--- config.mk ---
export PLATFORM = sky130hd
export DESIGN_NAME = cnn_frame_reader_flat
export DESIGN_NICKNAME = d
export VERILOG_FILES = /design/src/rtl/cnn_pkg.sv /design/src/rtl/cnn_frame_reader_if.sv /design/src/rtl/cnn_frame_reader.sv /design/src/flat_wrapper.sv
export SDC_FILE = /design/constraint.sdc
export NUM_CORES = 1
export LEC_CHECK = 0
export CORE_UTILIZATION = 57
export DETAILED_ROUTE_END_ITERATION = 16
export DONT_BUFFER_PORTS = 1
export PLACE_DENSITY_LB_ADDON = 0.15
export SYNTH_ARGS = -nofsm -noshare
export SYNTH_HDL_FRONTEND = slang
export SYNTH_SLANG_ARGS = --single-unit
--- constraint.sdc ---
create_clock -name clk -period 5.15 [get_ports clk]
set_input_delay 1.03 -clock clk [delete_from_list [all_inputs] [get_ports clk]]
set_output_delay 1.03 -clock clk [all_outputs]
set_load 0.02 [all_outputs]
--- src/rtl/cnn_pkg.sv ---
// Shared definitions for the 4x4 CNN array and its result-side reader.
package cnn_pkg;

    localparam int unsigned N_CELLS     = 16;
    localparam int unsigned GRID_DIM    = 4;
    localparam int unsigned DATA_W_DFLT = 9;

    typedef enum logic [1:0] {
        StIdle,
        StSettle,
        StStream
    } reader_state_t;

    // Extract cell k (raster order) from the packed array output bus.
    function automatic logic signed [DATA_W_DFLT-1:0] get_cell(
        input logic [N_CELLS*DATA_W_DFLT-1:0] y,
        input int unsigned                    k
    );
        return y[k*DATA_W_DFLT +: DATA_W_DFLT];
    endfunction

endpackage

--- src/rtl/cnn_frame_reader_if.sv ---
// Valid/ready result stream carrying one cell value per beat.
interface cnn_frame_reader_if #(
    parameter int unsigned DATA_W = 9
);
    logic                     out_valid;
    logic                     out_ready;
    logic signed [DATA_W-1:0] out_data;
    logic [3:0]               out_idx;
    logic                     out_last;

    modport master (
        output out_valid,
        output out_data,
        output out_idx,
        output out_last,
        input  out_ready
    );

    modport slave (
        input  out_valid,
        input  out_data,
        input  out_idx,
        input  out_last,
        output out_ready
    );
endinterface

--- src/rtl/cnn_frame_reader.sv ---
// Result-side reader for the 4x4 CNN array: snapshots the array once per sweep, decides when the
// frame has settled (sweep limit, or convergence when CNN_READER_CONV_EN is defined), then streams
// the 16 snapshot cells in raster order.
module cnn_frame_reader
    import cnn_pkg::*;
#(
    parameter int unsigned DATA_W      = DATA_W_DFLT,
    parameter int unsigned MAX_SWEEPS  = 8,
    parameter int unsigned SWEEP_CNT_W = 4
) (
    input  logic                         clk,
    input  logic                         rst,
    input  logic                         start,
    input  logic                         sweep_done,
    input  logic [N_CELLS*DATA_W-1:0]    y_in,
    cnn_frame_reader_if.master           ob,
    output logic                         busy,
    output logic                         converged,
    output logic [SWEEP_CNT_W-1:0]       sweeps_used
);

    localparam logic [SWEEP_CNT_W-1:0] MaxCnt  = SWEEP_CNT_W'(MAX_SWEEPS);
    localparam logic [3:0]             LastIdx = 4'd15;

    reader_state_t            state;
    logic signed [DATA_W-1:0] cur [N_CELLS];
    logic [SWEEP_CNT_W-1:0]   sweeps_next;
    logic                     limit_hit;
    logic                     conv_hit;

    // Saturating sweep count and limit detection for the capture in progress.
    always_comb begin
        sweeps_next = (sweeps_used == MaxCnt) ? sweeps_used : sweeps_used + 1'b1;
        limit_hit   = (sweeps_next == MaxCnt);
    end

`ifdef CNN_READER_CONV_EN
    logic signed [DATA_W-1:0] prev [N_CELLS];
    logic                     prev_valid;
    logic                     same;

    // Incoming sweep is bit-exact equal to the held snapshot on every cell.
    always_comb begin
        same = 1'b1;
        for (int k = 0; k < N_CELLS; k++) begin
            if (get_cell(y_in, k) != cur[k]) same = 1'b0;
        end
    end

    assign conv_hit = prev_valid && same;

    // Previous snapshot and convergence flag, cleared when a new frame is armed.
    always_ff @(posedge clk) begin
        if (rst) begin
            prev_valid <= 1'b0;
            converged  <= 1'b0;
            for (int k = 0; k < N_CELLS; k++) prev[k] <= '0;
        end else if (state == StIdle && start) begin
            prev_valid <= 1'b0;
            converged  <= 1'b0;
        end else if (state == StSettle && sweep_done) begin
            prev       <= cur;
            prev_valid <= 1'b1;
            if (conv_hit) converged <= 1'b1;
        end
    end
`else
    assign conv_hit  = 1'b0;
    assign converged = 1'b0;
`endif

    // Frame FSM with registered stream outputs; the snapshot is frozen outside SETTLE.
    always_ff @(posedge clk) begin
        if (rst) begin
            state        <= StIdle;
            busy         <= 1'b0;
            sweeps_used  <= '0;
            ob.out_valid <= 1'b0;
            ob.out_data  <= '0;
            ob.out_idx   <= '0;
            ob.out_last  <= 1'b0;
            for (int k = 0; k < N_CELLS; k++) cur[k] <= '0;
        end else begin
            unique case (state)
                StIdle: begin
                    if (start) begin
                        state       <= StSettle;
                        busy        <= 1'b1;
                        sweeps_used <= '0;
                    end
                end
                StSettle: begin
                    if (sweep_done) begin
                        for (int k = 0; k < N_CELLS; k++) cur[k] <= get_cell(y_in, k);
                        sweeps_used <= sweeps_next;
                        if (conv_hit || limit_hit) begin
                            state        <= StStream;
                            ob.out_valid <= 1'b1;
                            ob.out_idx   <= '0;
                            ob.out_last  <= 1'b0;
                            // Beat 0 comes from the value being captured, not from y_in later.
                            ob.out_data  <= get_cell(y_in, 0);
                        end
                    end
                end
                StStream: begin
                    if (ob.out_valid && ob.out_ready) begin
                        if (ob.out_idx == LastIdx) begin
                            state        <= StIdle;
                            busy         <= 1'b0;
                            ob.out_valid <= 1'b0;
                            ob.out_last  <= 1'b0;
                            ob.out_idx   <= '0;
                        end else begin
                            ob.out_idx  <= ob.out_idx + 4'd1;
                            ob.out_data <= cur[ob.out_idx + 4'd1];
                            ob.out_last <= (ob.out_idx == LastIdx - 4'd1);
                        end
                    end
                end
                default: state <= StIdle;
            endcase
        end
    end

endmodule

--- src/flat_wrapper.sv ---
// flat-port wrapper written by rule: the top's interface ports become plain ports
module cnn_frame_reader_flat import cnn_pkg::*;
#(
    parameter int unsigned DATA_W      = DATA_W_DFLT,
    parameter int unsigned MAX_SWEEPS  = 8,
    parameter int unsigned SWEEP_CNT_W = 4
)
  (clk, rst, start, sweep_done, y_in, busy, converged, sweeps_used, ob_out_valid, ob_out_data, ob_out_idx, ob_out_last, ob_out_ready);
  cnn_frame_reader_if #(.DATA_W(DATA_W)) ob_i ();
  input  logic clk;
  input  logic rst;
  input  logic start;
  input  logic sweep_done;
  input  logic [N_CELLS*DATA_W-1:0] y_in;
  output logic busy;
  output logic converged;
  output logic [SWEEP_CNT_W-1:0] sweeps_used;
  output wire logic [$bits(ob_i.out_valid)-1:0] ob_out_valid;
  output wire logic [$bits(ob_i.out_data)-1:0] ob_out_data;
  output wire logic [$bits(ob_i.out_idx)-1:0] ob_out_idx;
  output wire logic [$bits(ob_i.out_last)-1:0] ob_out_last;
  input wire logic [$bits(ob_i.out_ready)-1:0] ob_out_ready;
  assign ob_out_valid = ob_i.out_valid;
  assign ob_out_data = ob_i.out_data;
  assign ob_out_idx = ob_i.out_idx;
  assign ob_out_last = ob_i.out_last;
  assign ob_i.out_ready = ob_out_ready;
  cnn_frame_reader #(.DATA_W(DATA_W), .MAX_SWEEPS(MAX_SWEEPS), .SWEEP_CNT_W(SWEEP_CNT_W)) u_core (.clk(clk), .rst(rst), .start(start), .sweep_done(sweep_done), .y_in(y_in), .ob(ob_i), .busy(busy), .converged(converged), .sweeps_used(sweeps_used));
endmodule
-- Word level (Yosys, flattened, before mapping)
Memory sizes are Yosys's and may differ from the RTL's.
Index checks and enable logic that the tools add are counted.
- register bits: 22
- RAM bits: 144
- input bits: 149
- output and inout port bits: 21
- word-level logic and storage cells: 103
- memories kept: 1
- add/subtract/negate cells: 2
- equal/unequal tests: 12
- mux-type cells: 54
- bitwise gates (word level): 16
- reduce and logical (&&, ||, !) cells: 11
- memories (name ; words ; width ; rd ports ; clocked after memory_dff ; wr ports ; RTL line ; RTL):
    u_core.cur ; 16 ; 9 ; 1 ; 0 ; 16 ; cnn_frame_reader.sv:26 ; logic signed [DATA_W-1:0] cur [N_CELLS];
- operators with widths (operator ; count):
    $mux W9 ; 20
    $mux W4 ; 7
    $pmux W9 S2 ; 1
    $eq A4 B4 Y1 const B ; 4
    $or A1 B1 Y1 ; 16
    $pmux W4 S2 ; 2
    $mux W1 ; 15
    $reduce_and A5 Y1 ; 3
    $mux W2 ; 5
    $add A4 B1 Y4 const B ; 2
    $reduce_and A4 Y1 ; 2
    $ne A2 B1 Y1 const B ; 3
    $ne A2 B2 Y1 const B ; 3
    $pmux W1 S2 ; 3
    $pmux W2 S3 ; 1
    $reduce_bool A2 Y1 ; 3
    $reduce_and A3 Y1 ; 1
    $eq A2 B1 Y1 const B ; 1
    $eq A2 B2 Y1 const B ; 1
    $logic_not A2 Y1 ; 1
    $logic_and A1 B1 Y1 ; 1

-- Logic depth before layout (Yosys ltp)
- word-level depth: 6
- mapped depth: 10

-- Worst setup path after synthesis
OpenSTA, ideal clock, no wires.
- path kind: input port to flip-flop
- start point: in rst
- end point: mem u_core.cur[0][0], enable pin
- library setup time: 528 ps
- data arrival time: 5019 ps
- data required time: 4622 ps
- path slack: -397 ps
- stages on the path: 3
- cell sequence: clkbuf_1 > clkbuf_1 > nand2b_1
- RTL lines (what ; RTL line ; RTL):
    start: declaration ; flat_wrapper.sv:11 ; input logic rst;
    end: declaration ; cnn_frame_reader.sv:26 ;

-- Worst setup path in the final report
- start point: reg u_core.ob.out_idx[0]
- end point: reg u_core.ob.out_data[4]
- longest elaborated chain between the ends: 5
- elaborated cells between the ends (all ways): 8
- ends and longest elaborated chain (what ; RTL line ; RTL):
    start: declaration ; cnn_frame_reader_if.sv:14 ; output out_idx,
    start signal: assignment ; cnn_frame_reader.sv:115 ; ob.out_idx <= ob.out_idx + 4'd1;
    $add A4 B1 Y4 ; cnn_frame_reader.sv:116 ; ob.out_data <= cur[ob.out_idx + 4'd1];
    $mem_v2 Z16 W9 ; -- ;
    $mux W9 ; cnn_frame_reader.sv:108 ; if (ob.out_idx == LastIdx) begin
    $mux W9 ; cnn_frame_reader.sv:107 ; if (ob.out_valid && ob.out_ready) begin
    $pmux W9 S2 ; cnn_frame_reader.sv:84 ; unique case (state)
    end signal: assignment ; cnn_frame_reader.sv:102 ; ob.out_data <= get_cell(y_in, 0);
    end signal: assignment ; cnn_frame_reader.sv:116 ;
    end: declaration ; cnn_frame_reader_if.sv:13 ; output out_data,
Parallel ways exist; a longest one is shown, timed or not. The select of a mux whose other input is x is not followed.
A chain may end at the register's enable or synchronous reset.

==> results_dict.tcl <==
set metrics [dict create \
    ctsHoldBuffers 0 \
    power.density_nw_per_um2 351 \
    maxSlewHeadroom_pct 26.5 \
    synthCells 528 \
    cts_tree "yes" \
    p_int_w 0.00227 \
    synth_top_area_share_pct 57.0 \
    grtUsageTotal_pct 24.3 \
    detail-route-antenna-nets 0 \
    crit_family "XOR/XNOR gates" \
    synth_nets 681 \
    ioPinCount 170 \
    numCtsBuffers 17 \
    ir_drop_mv 0.183 \
    synth.distinct_cells 43 \
    worstSkewPairLatency_ps 420 \
    sequentialPowerShare_pct 55.2 \
    min_period_over_period_pct 63.9 \
    slowest_delay_ps 730 \
    io_buffers 0 \
    drt_iter0_markers 342 \
    synth_edf_count 144 \
    post-synth-top-count-cell "edfxtp_1" \
    viasPerCell 5.99 \
    worst_setup_path_start_kind "flip-flop" \
    htree_levels 4 \
    die_x_um 117 \
    yosys-top-cells-count "edfxtp_1, and2_1, nor2b_1, nand2_1, clkbuf_1" \
    worstMarginPinSlew_ps 1100 \
    ys_async_sr_fraction_pct 0 \
    grt_antenna_before_repair 0 \
    finalMaxSlewViolations 0 \
    comb_power_share_pct 4.6 \
    coreArea_um2 12800 \
    ys_seq_elements 166 \
    critPathRequiredTime_ps 5460 \
    fin_skew_ps 8.08 \
    wl_per_cell_um 22.7 \
    rsz0062_at_grt "false" \
    dr.pass1.iters 5 \
    setup_violations 0 \
    criticalPathCategory "flip-flop to flip-flop" \
    drive_gt1_share_pct 11.3 \
    cts_root_buf "clkbuf_16" \
    nets 670 \
    synth.avg_cell_area_um2 14.4 \
    initial_core_util_pct 59.2 \
    rrSetupSlack_ps 1860 \
    ctsResizeCount 0 \
    p_leak_nw 2.97 \
    n_fill_cell 976 \
    antenna_cells 0 \
    remaining_drc_errors 0 \
    path_max_fanout 26 \
    slowest_stage "xor2_4" \
    maxCapViolCount 0 \
    critPathBufInv 1 \
    finalCriticalPeriod_ps 3290 \
    syn_area_um2 7590 \
    yosysSeqAreaShare_pct 62.8 \
    synth_ff_type "edfxtp_1" \
    yosysWarnings 0 \
    tns_ps 0 \
    p_sw_share_pct 21.3 \
    die_h_um 117 \
    synth.area.top_cells "edfxtp_1, and2_1, mux4_2" \
    row_count 41 \
    fmax_ghz 0.304 \
    yosysTopAreaCell "edfxtp_1" \
    p_clk_share_pct 40.2 \
    clk_pin_slew_ps 60 \
    die-area_um2 13800 \
    grt_start_max_net_pins 97 \
    p_switching_w 0.000615 \
    clock_sinks 166 \
    path_cells "buf_4 -> ha_1 -> xor2_4 -> mux4_1 -> o22ai_1 -> a311oi_1 -> a22o_1" \
    vias 4206 \
    status "finished clean" \
    grt_pass1_vias 4225 \
    hp-class "flip-flop to flip-flop" \
    utilization_pct 64.2 \
    syn_to_final_growth_pct 8.49 \
    final-hold-violation-count 0 \
    gp_congestion 0.826 \
    grt_pass1_wl_um 24200 \
    clock_path_buffers 2 \
    dpl.hpwl_um 11300 \
    critPathArrivalTime_ps 3600 \
    overflow 0 \
    end_kind "flip-flop" \
    drt_wl_total_um 15900 \
    post_cts_buffers 0 \
]
==> sequential cells by signal, indices dropped and copies added (netlist names) <==
name                 cells
u_core.ob.out_last       1
u_core.ob.out_data       9
u_core.ob.out_valid      1
u_core.ob.out_idx        4
u_core.busy              1
u_core.sweeps_used       4
u_core.state             2
u_core.cur             144
==> layout by cell type, fill, tap and decap left out, types with 6 or more instances in the layout <==
| cell | Yosys | final |
|---|---|---|
| o22ai_1 | 8 | 8 |
| mux4_2 | 22 | 22 |
| a21oi_1 | 14 | 14 |
| a22o_1 | 9 | 9 |
| and2_1 | 92 | 92 |
| nand2_1 | 30 | 30 |
| edfxtp_1 | 144 | 144 |
| clkbuf_16 | 0 | 17 |
| nand3_1 | 8 | 8 |
| o21ai_0 | 6 | 6 |
| dfxtp_1 | 22 | 21 |
| nor2_1 | 19 | 18 |
| a311oi_1 | 9 | 9 |
| mux4_1 | 14 | 14 |
| nor2b_1 | 56 | 56 |
==> routing by layer <==
| metal | GRT usage, % | part of all wire (%) |
|---|---|---|
| met4 | 7.31 | 1.4 |
| met5 | 0 | 0 |
| met3 | 8.07 | 9.1 |
| met2 | 38.6 | 49 |
| met1 | 31.7 | 41 |
==> cell families after synthesis <==
group	synth area share, %
AO/OA/AOI/OAI	4.98
XOR/XNOR	0.594
adder cells (fa/ha/maj)	0.660
buffers and inverters	2.34
flip-flops	62.8
multiplexers	11.4
other	0.0494
AND/OR/NAND/NOR	17.2
==> path summary, 6_finish.rpt <==
| check | from | end | cells after the start |
|---|---|---|---|
| worst max-delay path | u_core.ob.out_idx[0]$_SDFFE_PP0P_ | u_core.ob.out_data[4]$_SDFFE_PP0P_ | 7 |
| worst min-delay path | u_core.state[1]$_SDFFE_PP0P_ | u_core.state[0]$_SDFFE_PP0P_ | 1 |
| worst max register to register | u_core.ob.out_idx[0]$_SDFFE_PP0P_ | u_core.ob.out_data[4]$_SDFFE_PP0P_ | 7 |
| worst min register to register | u_core.state[1]$_SDFFE_PP0P_ | u_core.state[0]$_SDFFE_PP0P_ | 1 |
==> metrics by stage <==
step	std cells	instance area, um^2	worst slack, ps	hold WS, ps	total power (W)
3_3_place_gp	670	7690	1940	452	0.00175
6_report	702	8230	1860	484	0.00289
3_5_place_dp	670	7690	1860	477	0.00176
4_1_cts	702	8230	1850	481	0.00290
5_1_grt	702	8230	1620	508	0.00298
2_1_floorplan	528	7590	1270	439	0.00171
==> power groups by stage <==
stage          Sequential (W)  Combinational (W)  Clock, W
6_report              0.00159           0.000132   0.00116
2_1_floorplan         0.00161           0.000108         0
4_1_cts               0.00159           0.000134   0.00118
5_1_grt               0.00160           0.000145   0.00123
3_3_place_gp          0.00162           0.000130         0
3_5_place_dp          0.00162           0.000134         0
==> layout make-up <==
class | instances | area, um^2 | share of cell area, %
repair buffers | 3 | 35.0 | 0.426
inverters | 4 | 15.0 | 0.182
well taps | 172 | 215 | 2.61
flip-flops and latches | 166 | 4770 | 57.9
multi-input cells | 325 | 2660 | 32.4
clock inverters | 14 | 109 | 1.32
clock buffers | 18 | 429 | 5.21
No activity file was read; power rests on OpenSTA's default activity.
